File: src/rtl/wb_cmd_master.sv
// wb_cmd_master: single-access Wishbone classic initiator with a valid/ready command port, a valid/ready response port and a bus timeout
module wb_cmd_master #(
  parameter int ADDRWIDTH      = 7,
  parameter int DATAWIDTH      = 32,
  parameter int TIMEOUT_CYCLES = 255
) (
  input  logic                 WBs_CLK_i,
  input  logic                 WBs_RST_i,
  input  logic                 cmd_valid_i,
  output logic                 cmd_ready_o,
  input  logic                 cmd_we_i,
  input  logic [ADDRWIDTH-1:0] cmd_adr_i,
  input  logic [DATAWIDTH-1:0] cmd_dat_i,
  input  logic [3:0]           cmd_sel_i,
  output logic                 rsp_valid_o,
  input  logic                 rsp_ready_i,
  output logic [DATAWIDTH-1:0] rsp_dat_o,
  output logic                 rsp_err_o,
  output logic [ADDRWIDTH-1:0] WBm_ADR_o,
  output logic                 WBm_CYC_o,
  output logic                 WBm_STB_o,
  output logic                 WBm_WE_o,
  output logic [3:0]           WBm_BYTE_STB_o,
  output logic [DATAWIDTH-1:0] WBm_DAT_o,
  input  logic [DATAWIDTH-1:0] WBm_DAT_i,
  input  logic                 WBm_ACK_i,
  output logic                 busy_o
);

  localparam logic [1:0] IDLE = 2'd0;
  localparam logic [1:0] BUS  = 2'd1;
  localparam logic [1:0] RESP = 2'd2;
  localparam logic [7:0] TO   = 8'(TIMEOUT_CYCLES);

  logic [1:0] state;
  logic [7:0] cnt;
  logic [7:0] cnt_inc;
  logic       expired;

  // the cycle that would bring the bus-cycle count up to the limit is the last one allowed
  always_comb begin
    cnt_inc = cnt + 8'd1;
    expired = cnt_inc == TO;
  end

  // command acceptance, bus cycle and response hold; every output is a register
  always_ff @(posedge WBs_CLK_i or posedge WBs_RST_i) begin
    if (WBs_RST_i) begin
      state          <= IDLE;
      cnt            <= '0;
      cmd_ready_o    <= 1'b1;
      busy_o         <= 1'b0;
      rsp_valid_o    <= 1'b0;
      rsp_dat_o      <= '0;
      rsp_err_o      <= 1'b0;
      WBm_ADR_o      <= '0;
      WBm_CYC_o      <= 1'b0;
      WBm_STB_o      <= 1'b0;
      WBm_WE_o       <= 1'b0;
      WBm_BYTE_STB_o <= '0;
      WBm_DAT_o      <= '0;
    end else begin
      case (state)
        IDLE: if (cmd_valid_i && cmd_ready_o) begin
          WBm_ADR_o      <= cmd_adr_i;
          WBm_WE_o       <= cmd_we_i;
          WBm_BYTE_STB_o <= cmd_sel_i;
          WBm_DAT_o      <= cmd_we_i ? cmd_dat_i : '0;
          WBm_CYC_o      <= 1'b1;
          WBm_STB_o      <= 1'b1;
          cmd_ready_o    <= 1'b0;
          busy_o         <= 1'b1;
          state          <= BUS;
        end
        BUS: if (WBm_ACK_i || expired) begin
          WBm_CYC_o   <= 1'b0;
          WBm_STB_o   <= 1'b0;
          rsp_dat_o   <= (WBm_ACK_i && !WBm_WE_o) ? WBm_DAT_i : '0;
          rsp_err_o   <= !WBm_ACK_i;
          rsp_valid_o <= 1'b1;
          state       <= RESP;
        end else begin
          cnt <= cnt_inc;
        end
        RESP: if (rsp_ready_i) begin
          rsp_valid_o <= 1'b0;
          cnt         <= '0;
          cmd_ready_o <= 1'b1;
          busy_o      <= 1'b0;
          state       <= IDLE;
        end
        default: state <= IDLE;
      endcase
    end
  end

endmodule

File: config.mk
export PLATFORM = sky130hd
export DESIGN_NAME = wb_cmd_master
export DESIGN_NICKNAME = d
export VERILOG_FILES = /design/src/rtl/wb_cmd_master.sv
export SDC_FILE = /design/constraint.sdc
export NUM_CORES = 1
export LEC_CHECK = 0
export CAP_MARGIN = 20
export CORE_MARGIN = 2
export CORE_UTILIZATION = 45
export DETAILED_ROUTE_END_ITERATION = 8
export GPL_ROUTABILITY_DRIVEN = 0
export PLACE_DENSITY_LB_ADDON = 0.12
export SYNTH_ARGS = -nofsm -noshare
export SYNTH_HDL_FRONTEND = slang
export SYNTH_SLANG_ARGS = --single-unit
File: constraint.sdc
create_clock -name WBs_CLK_i -period 5.2 [get_ports WBs_CLK_i]
set_input_delay 1.56 -clock WBs_CLK_i [delete_from_list [all_inputs] [get_ports WBs_CLK_i]]
set_output_delay 1.56 -clock WBs_CLK_i [all_outputs]
set_load 0.01 [all_outputs]
======== Word level (Yosys, flattened, before mapping) ========
Index checks and enable logic that the tools add are counted.
cells by class
  $add $sub $neg .......................... 1
  equal/unequal tests ..................... 7
  mux-type cells .......................... 19
  reductions and logical operators ........ 16
operator list
  cell                 number
  $mux 32              2
  $mux 8               2
  $pmux 8 s2           1
  $reduce_and 3->1     5
  $add 8x1->8 const B  1
  $eq 8x8->1 const B   1
  $ne 2x2->1 const B   4
  $pmux 1 s2           4
  $mux 1               6
  $mux 2               3
  $pmux 2 s3           1
  $reduce_bool 2->1    3
  $reduce_and 2->1     2
  $eq 2x1->1 const B   1
  $eq 2x2->1 const B   1
  $logic_and 1x1->1    2
  $logic_not 1->1      2
  $logic_not 2->1      1
  $logic_or 1x1->1     1
word-level totals
  register bits after elaboration ......... 91
  input bits .............................. 81
  word-level logic and storage cells ...... 55

======== Longest topological paths before layout ========
  depth in word-level cells ............... 5
  depth in mapped cells ................... 8
  gate-level depth less buffers ........... 7

======== Worst setup path before layout ========
OpenSTA, ideal clock, no wires.
  kind .................................... input-to-reg
  start ................................... input port WBm_ACK_i
  end ..................................... register rsp_dat_o[1]
  library setup time ...................... 64 ps
  arrival time ............................ 2598 ps
  slack ................................... 2538 ps
  stages .................................. 5
  buffers on the path ..................... 2
  cell sequence ........................... clkbuf_1 -> nand2_1 -> nor2_1 -> clkbuf_1 -> a22o_2
on the way
  longest elaborated chain between the ends .. 2
RTL lines
  item                                                   line    source
  start, declared                                        26      input logic WBm_ACK_i,
  $logic_and 1x1->1 or $logic_or 1x1->1 (tied branches)  78, 75
  $mux 32 or $reduce_and 2->1 (tied branches)            --
  end signal, assigned                                   78      rsp_dat_o <= (WBm_ACK_i && !WBm_WE_o) ? WBm_DAT_i : '0;
  end, declared                                          17      output logic [DATAWIDTH-1:0] rsp_dat_o,
Parallel ways exist; a longest one is shown, timed or not.
A chain may end at the register's enable or synchronous reset.

======== Final worst setup path ========
  start ................................... register cmd_ready_o
  end ..................................... output port cmd_ready_o
RTL lines
  item                    line  source
  start, declared         10    output logic cmd_ready_o,
  start signal, assigned  51    cmd_ready_o <= 1'b1;
  start signal, assigned  71    cmd_ready_o <= 1'b0;
  start signal, assigned  88    cmd_ready_o <= 1'b1;
No word-level cell between the ends.

==> impl_metrics.yaml <==
status:
  outcome: "completed"
synth:
  synth_fp_nets: 399
  yosysMostFrequentCell: "dfrtp_1"
  yosys.area.top_type: "dfrtp_1"
  syn-cell-area_um2: 3650
  postSynthCellCount: 316
  synth_edf_count: 0
  async_reset_ff_share_pct: 100
  synthDominantCellAreaShare_pct: 61.7
  synth_common_cells: "dfrtp_1 (90), nand2_1 (75), o21ai_0 (33), a22o_1 (25), clkbuf_1 (16)"
  seq_area_frac_synth_pct: 62.4
  synth_seq_cells: 91
  synthFlopType: "dfrtp_1"
  synthTopCellsByArea: "dfrtp_1 (62%), nand2_1 (7.7%), a22o_1 (6.0%)"
  ys.warnings.count: 0
  syn-mean-instance-area_um2: 11.6
  ys_types: 37
drt:
  dr.pass1.iters: 4
  drt_iter0_drc: 128
  ant_nets: 0
  routedWlPerCell_um: 15.9
  num_vias: 2934
  wirelength_um: 9260
  viasPerCell: 5.04
  drc: 0
clocking:
  clock_sinks: 91
  postCtsSetupBuffers: 0
  cts_made_buffers: 9
  htree_levels: 3
  cts_resized: 0
  clk_pin_slew_worst_paths_ns: 0.09
  postCtsHoldBufs: 0
  worstSkewPairLatency_ns: 0.35
  cts-root-buf: "clkbuf_8"
  cts_buffer_depth: 2
  tritoncts: "built"
timing:
  tns_ns: 0
  fin_worst_skew_ns: 0.0105
  finalHoldViolCount: 0
  fin_crit_sh_pct: 58.0
  max_slew.worst_pin.slew_ns: 0.912
  setup_viol: 0
  slew_viol_final: 0
  final.setup.worst_slack_ns: 2.18
  whs_ns: 0.483
  rsz0062_at_grt: "false"
  max_slew_margin_pct: 38.9
  max_clock_freq_mhz: 332
  min_period_ns: 3.02
power_and_ir_drop:
  p_leak_nw: 2.47
  irDropWorstVdd_mv: 0.281
  powerDensity_nw_per_um2: 560
  total_power_w: 0.00313
floorplan:
  io_pins: 163
  die_x_um: 94.1
  chipHeight_um: 94.1
  core_area_um2: 7810
  rows: 32
  initial_core_util_pct: 46.8
  die_area_um2: 8850
worst_setup_path:
  r2r_slack_ns: 2.83
  r2r-start: "cnt[1]$_DFFE_PP0P_"
  r2r_end: "state[1]$_DFFE_PP0P_"
  crit_path_max_fanout: 3
  startpoint_type: "register"
  crit_cells: 1
  cp_slowest_cell: "dfstp_2"
  critPathArrivalTime_ns: 1.46
  worstSetupEndpointType: "primary output"
  path_cells: "clkdlybuf4s50_1"
  cp_num_buf_inv: 1
  reg2regPathDepth: 6
  crit_family: "flip-flops"
  max_stage_delay_ns: 0.56
  critPathKind: "reg2out"
  cp.required_ns: 3.64
finish:
  area_growth_pct: 53.2
  drive_gt1_share_pct: 11.3
  nets: 558
  antenna_cells: 0
global_route:
  grt_pass1_wl_um: 14700
  antenna_found_initial: 0
  grt_util_all_layers_pct: 21.6
  grt_max_degree: 54
  first_global_vias: 2957
  gr-total-overflow: 0
hold_path:
  hold_path_depth: 2
  min_from: "WBm_DAT_o[25]$_DFFE_PP0P_"
  holdPathEnd: "WBm_DAT_o[25]$_DFFE_PP0P_"
  hp-class: "reg2reg"
placed_design:
  dp_hpwl_um: 6620
  io_buffers: 162
  dp_worst_setup_slack_ns: 1.56
run:
  cap_violations: 0
## report_power, final
part	total, W	internal [W]	switching [W]
Clock	0.000485	0.000234	0.000251
Combinational	0.00141	0.000828	0.000580
Sequential	0.00124	0.00104	0.000201
## metrics by stage
| stage | area, µm² | util (%) | std cells |
|---|---|---|---|
| floorplan | 3650 | - | 316 |
| global placement | 5330 | 68.3 | 563 |
| detailed placement | 5360 | 68.6 | 564 |
| CTS | 5560 | 71.2 | 580 |
| global route | 5600 | 71.7 | 582 |
| finish | 5600 | 71.7 | 582 |
## how the worst max path moves through the flow
stage                                        from                        end  slack (ns)
after floorplan                         WBs_RST_i   WBm_ADR_o[0]$_DFFE_PP0P_        1.28
after global placement                  WBm_ACK_i  rsp_dat_o[22]$_DFFE_PP0P_        1.54
after detailed placement              cmd_valid_i   WBm_DAT_o[3]$_DFFE_PP0P_        1.56
after CTS                             cmd_valid_i  WBm_DAT_o[16]$_DFFE_PP0P_        1.92
after global routing      cmd_ready_o$_DFFE_PP1P_                cmd_ready_o        2.15
final                     cmd_ready_o$_DFFE_PP1P_                cmd_ready_o        2.18
## final cells by class
class / instances / area (µm²)
Clock buffer: 10 / 138
Clock inverter: 6 / 65.1
Fill cell: 610 / 2210
Inverter: 4 / 16.3
Multi-Input combinational cell: 201 / 1260
Sequential cell: 91 / 2280
Tap cell: 102 / 128
Timing Repair Buffer: 168 / 1710
## layout by cell type, fill, tap and decap left out, drive strengths merged, types with 6 or more instances in the layout
| master | n |
|---|---|
| a22o | 32 |
| buf | 6 |
| clkbuf | 10 |
| clkdlybuf4s50 | 162 |
| dfrtp | 90 |
| mux2 | 13 |
| nand2 | 75 |
| nor2 | 8 |
| o21ai | 34 |
## metal layers
layer / share of wire (%) / track usage, % / vias to the layer above / wire [µm]
met5: 0 / 0 / - / 0
met4: 1.6 / 8.21 / 0 / 146
met3: 7.8 / 6.66 / 13 / 721
met2: 50 / 34.8 / 109 / 4610
met1: 41 / 27.4 / 1406 / 3780
li1: - / - / 1406 / -
## logic make-up after synthesis
kind of cell / share of synthesized area [%]
XOR/XNOR: 0.480
adder cells (fa/ha/maj): 0.685
AND/OR/NAND/NOR: 12.6
buffers and inverters: 3.19
multiplexers: 4.83
flip-flops: 62.4
AO/OA/AOI/OAI: 15.8
## registers in the layout, summed over array words and instances (netlist names)
name / flops
WBm_BYTE_STB_o: 4
WBm_STB_o: 1
state: 2
rsp_dat_o: 32
cnt: 8
WBm_ADR_o: 7
cmd_ready_o: 1
rsp_err_o: 1
WBm_DAT_o: 32
busy_o: 1
rsp_valid_o: 1
WBm_WE_o: 1
(Power assumes the default switching activity.)
